[src/rtl/uart_pkg.sv]
// uart_pkg: shared UART types and widths for the receiver and transmitter
package uart_pkg;
  typedef enum logic [2:0] {IDLE, START, DATA, PARITY, STOP} rx_state_e;
  localparam int DATA_BITS_DEF = 8;
  localparam int OVERSAMPLE_DEF = 16;
  localparam int BIT_CNT_W = 4;
endpackage

[src/rtl/uart_rx_sync.sv]
// uart_rx_sync: two-flop synchronizer for the serial line plus falling-edge detect
module uart_rx_sync (
  input  logic i_clk,
  input  logic i_rst,
  input  logic i_rx,
  output logic o_level,
  output logic o_fall
);
  logic s1, s2, prev;
  always_ff @(posedge i_clk) begin
    if (i_rst) begin
      s1 <= 1'b1;
      s2 <= 1'b1;
      prev <= 1'b1;
    end else begin
      s1 <= i_rx;
      s2 <= s1;
      prev <= s2;
    end
  end
  assign o_level = s2;
  assign o_fall = prev & ~s2;
endmodule

[src/rtl/uart_rx.sv]
// uart_rx: oversampling UART receiver with one-entry holding register and error status
module uart_rx
  import uart_pkg::*;
#(
  parameter int DATA_BITS = DATA_BITS_DEF,
  parameter int OVERSAMPLE = OVERSAMPLE_DEF,
  parameter int PARITY_EN = 0,
  parameter int PARITY_ODD = 0
) (
  input  logic                 i_clk,
  input  logic                 i_rst,
  input  logic                 i_stick,
  input  logic                 i_rx,
  input  logic                 i_ready,
  output logic [DATA_BITS-1:0] o_data,
  output logic                 o_valid,
  output logic                 o_parity_err,
  output logic                 o_frame_err,
  output logic                 o_overrun,
  output logic                 o_busy
);
  localparam int CW = $clog2(OVERSAMPLE);
  localparam logic [CW-1:0] HALF = CW'(OVERSAMPLE / 2 - 1);
  localparam logic [CW-1:0] LAST = CW'(OVERSAMPLE - 1);
  rx_state_e state;
  logic [CW-1:0] cnt;
  logic [BIT_CNT_W-1:0] bit_cnt;
  logic [DATA_BITS-1:0] shreg;
  logic perr, level, fall;
  uart_rx_sync sync (
    .i_clk(i_clk),
    .i_rst(i_rst),
    .i_rx(i_rx),
    .o_level(level),
    .o_fall(fall)
  );
  always_ff @(posedge i_clk) begin
    if (i_rst) begin
      state <= IDLE;
      cnt <= '0;
      bit_cnt <= '0;
      shreg <= '0;
      perr <= 1'b0;
      o_data <= '0;
      o_valid <= 1'b0;
      o_parity_err <= 1'b0;
      o_frame_err <= 1'b0;
      o_overrun <= 1'b0;
      o_busy <= 1'b0;
    end else begin
      o_overrun <= 1'b0;
      if (o_valid && i_ready) o_valid <= 1'b0;
      case (state)
        IDLE: if (fall) begin
          state <= START;
          cnt <= '0;
          o_busy <= 1'b1;
        end
        START: if (i_stick) begin
          if (cnt == HALF) begin
            // a start bit that is high again at mid-bit was a glitch
            state <= level ? IDLE : DATA;
            o_busy <= ~level;
            cnt <= '0;
            bit_cnt <= '0;
            perr <= 1'b0;
          end else cnt <= cnt + 1'b1;
        end
        DATA: if (i_stick) begin
          if (cnt == LAST) begin
            cnt <= '0;
            shreg <= {level, shreg[DATA_BITS-1:1]};
            bit_cnt <= bit_cnt + 1'b1;
            if (bit_cnt == BIT_CNT_W'(DATA_BITS - 1)) state <= (PARITY_EN != 0) ? PARITY : STOP;
          end else cnt <= cnt + 1'b1;
        end
        PARITY: if (i_stick) begin
          if (cnt == LAST) begin
            cnt <= '0;
            perr <= (^shreg ^ level) != 1'(PARITY_ODD);
            state <= STOP;
          end else cnt <= cnt + 1'b1;
        end
        STOP: if (i_stick) begin
          if (cnt == LAST) begin
            cnt <= '0;
            state <= IDLE;
            o_busy <= 1'b0;
            if (!o_valid || i_ready) begin
              o_data <= shreg;
              o_parity_err <= perr;
              o_frame_err <= ~level;
              o_valid <= 1'b1;
            end else o_overrun <= 1'b1;
          end else cnt <= cnt + 1'b1;
        end
        default: state <= IDLE;
      endcase
    end
  end
endmodule

[config.mk]
export PLATFORM = sky130hd
export DESIGN_NAME = uart_rx
export DESIGN_NICKNAME = d
export VERILOG_FILES = /design/src/rtl/uart_pkg.sv /design/src/rtl/uart_rx_sync.sv /design/src/rtl/uart_rx.sv
export SDC_FILE = /design/constraint.sdc
export NUM_CORES = 1
export LEC_CHECK = 0
export CAP_MARGIN = 20
export CORE_MARGIN = 10
export CORE_UTILIZATION = 40
export DETAILED_ROUTE_END_ITERATION = 7
export PLACE_DENSITY_LB_ADDON = 0.08
export SLEW_MARGIN = 20
export SYNTH_ARGS = -nofsm -noshare
export SYNTH_HDL_FRONTEND = slang
export SYNTH_HIERARCHICAL = 1
export SYNTH_SLANG_ARGS = --single-unit
[constraint.sdc]
create_clock -name i_clk -period 2.2 [get_ports i_clk]
set_input_delay 0.33 -clock i_clk [delete_from_list [all_inputs] [get_ports i_clk]]
set_output_delay 0.33 -clock i_clk [all_outputs]
set_load 0.01 [all_outputs]
==> impl_metrics.json <==
{
  "slowest_delay_ps": 640,
  "synthXorXnorAreaFrac_pct": 4.94,
  "wl_per_cell_um": 13.6,
  "fp.dieW_um": 85.1,
  "setup_viol": 0,
  "numCtsBuffers": 5,
  "hold_class": "reg2reg",
  "r2r_end": "bit_cnt[2]",
  "synth.distinct_cells": 44,
  "slew-limit-headroom_pct": 61.4,
  "drtIter0Drc": 102,
  "synth-seq-cells": 36,
  "grt_pass1_vias": 1239,
  "reg2reg_slack_ps": 370,
  "ys.flop_type": "dfxtp_1",
  "worstSetupPathDepth": 4,
  "leakage_nw": 0.696,
  "start_util_pct": 41.8,
  "tightest_slew_ps": 571,
  "drive_gt1_share_pct": 7.14,
  "cp-endpoint": "bit_cnt[2]",
  "yosysTopAreaCellShare_pct": 42.5,
  "synth-edff-count": 0,
  "synthMuxAreaShare_pct": 8.92,
  "cts_hold_buf": 0,
  "hold_viol": 0,
  "coreArea_um2": 4060,
  "io_pins": 18,
  "cts_tree": "built",
  "startpoint": "state[0]",
  "crit_fanout": 17,
  "synthAdderAreaFrac_pct": 1.47,
  "crit_chain": "or3b_1 > a211oi_2 > a21oi_1 > o21a_1",
  "grt-busiest-layer": "met1",
  "finalMaxSlewViolations": 0,
  "total_power_w": 0.00118,
  "post_cts_buffers": 0,
  "gp_congestion": 0.789,
  "via_per_inst": 5.26,
  "fin_crit_sh_pct": 83.3,
  "area_growth_syn_to_layout_pct": 17.3,
  "period_needed_ps": 1830,
  "drc_errors": 0,
  "avgSynthCellArea_um2": 8.84,
  "clk_path_buf_depth": 2,
  "die_h_um": 85.1,
  "htree_levels": 2,
  "ys_warn_count": 6,
  "mostFrequentLayoutCells": "dfxtp_1, nand2_1, clkdlybuf4s50_1, nor2_1, a21oi_1",
  "ys_seq_area_share_pct": 42.5,
  "grt_max_degree": 22,
  "synth_top_family_by_area": "simple AND/OR/NAND/NOR gates",
  "synthArstFlopShare_pct": 0,
  "power_density_nw_per_um2": 595,
  "worstSetupPathType": "reg2reg",
  "numPortBuffers": 17,
  "final_common_cell": "dfxtp_1",
  "grt_first_pass_wirelength_um": 5920,
  "antenna_cells": 0,
  "worstSetupStartpointType": "flop",
  "outcome": "complete, no violations",
  "vias": 1368,
  "drtPass1Iterations": 4,
  "crit_path_end_kind": "flop",
  "nNetsFinal": 216,
  "ys_top_cells_by_area": "dfxtp_1, mux2i_1, nand2_1",
  "grt_usage_pct": 9.70,
  "clock_skew_ps": 7.51,
  "grt_use_met2_pct": 12.9,
  "routed_wl_um": 3540,
  "cp_slowest_cell": "dfxtp_1",
  "rows": 23,
  "synth_top_cell_by_area": "dfxtp_1",
  "cts_sinks": 36,
  "arrival_ps": 2020,
  "grt_overflow_total": 0,
  "layout_setup_ws_ps": 368,
  "critical-path-top-delay-family": "compound AO/OA/AOI/OAI gates",
  "netlist_instances": 192,
  "cp.required_ps": 2390,
  "fmax_mhz": 546,
  "dpl_worst_slack_ps": 185,
  "drtAntennaViolNets": 0,
  "cts-resized-gates": 0,
  "synthSimpleGateAreaFrac_pct": 24.9,
  "reg2reg_from": "state[0]",
  "use_met1_pct": 13.0,
  "use_met3_pct": 4.59,
  "rsz0062_at_grt": "no",
  "maxCapViolCount": 0,
  "antenna_found_initial": 0,
  "synth-compound-area-share_pct": 12.9,
  "final_core_util_pct": 49.1,
  "timing.setup.tns_ps": 0,
  "cts.clk_slew.worst_paths_ps": 70,
  "worstRegToRegCells": 4,
  "dpl.hpwl_um": 2560,
  "fp.dieArea_um2": 7250,
  "max-vdd-ir-drop_uv": 421,
  "crit_buf_inv": 0,
  "clock_latency_ps": 290,
  "synth_area_um2": 1700,
  "cts_root_buf": "clkbuf_8",
  "mappedNetlistNets": 199
}
==> worst register-to-register path, cell delays in order, from the launching register on <==
cell      delay [ps]
dfxtp_1          640
or3b_1           410
a211oi_2         370
a21oi_1          120
o21a_1           190
==> power by group <==
| group | switching [W] | total (W) | internal (W) |
|---|---|---|---|
| Sequential | 0.00000662 | 0.000662 | 0.000656 |
| Combinational | 0.0000254 | 0.0000482 | 0.0000228 |
| Clock | 0.000249 | 0.000474 | 0.000224 |
| Total | 0.000281 | 0.00118 | 0.000903 |
==> Yosys cell counts, types with 4 or more instances <==
library cell / instances
o21ai_0: 4
nand2b_1: 6
dfxtp_1: 36
a21oi_1: 15
o211ai_1: 4
xnor2_1: 4
inv_1: 4
nor3_1: 5
buf_2: 5
nand3_1: 6
nand2_1: 24
mux2i_1: 14
nor2_1: 16
==> worst min-delay path by stage <==
stage / startpoint / end / slack [ps] / cells after the start
3_5_place_dp: sync/s1 / sync/o_level / 390 / 1
2_1_floorplan: sync/s1 / sync/o_level / 390 / 1
5_1_grt: sync/s1 / sync/o_level / 440 / 1
4_1_cts: sync/s1 / sync/o_level / 410 / 1
3_3_place_gp: sync/s1 / sync/o_level / 390 / 1
6_report: sync/s1 / sync/o_level / 410 / 1
==> through the flow <==
step / hold WS, ps / std cells / area (um^2)
after floorplan: 385 / 192 / 1700
after global placement: 389 / 252 / 1900
after detailed placement: 393 / 252 / 1900
after CTS: 412 / 260 / 1990
after global routing: 441 / 260 / 1990
final: 410 / 260 / 1990
==> layer usage <==
metal / routed length (um) / vias up / part of all wire [%]
met4: 49 / 0 / 1.4
li1: - / 706 / -
met5: 0 / - / 0
met1: 1780 / 623 / 50
met2: 1450 / 33 / 41
met3: 262 / 6 / 7.4
==> registers in the layout, indices dropped and copies added, names as in the netlist <==
register      cells
o_data            8
shreg             8
bit_cnt           4
cnt               4
state             3
o_busy            1
o_frame_err       1
o_overrun         1
o_parity_err      1
o_valid           1
perr              1
sync/o_level      1
sync/prev         1
sync/s1           1
==> cell type report <==
type | count | area (um^2)
multi-input combinational | 141 | 902
inverter | 4 | 15.0
timing repair buffer | 21 | 200
fill | 368 | 2070
clock buffer | 5 | 68.8
tap | 50 | 62.6
clock inverter | 3 | 21.3
sequential | 36 | 721
==> kinds of logic after synthesis <==
family	count (synthesis)
adders and majority gates	2
muxes	15
buffers and inverters	15
xor gates and xnor gates	8
DFF	36
and+or+nand+nor	81
AOI/OAI and AO/OA	35
Note: power is estimated with default switching activity, not from simulation.
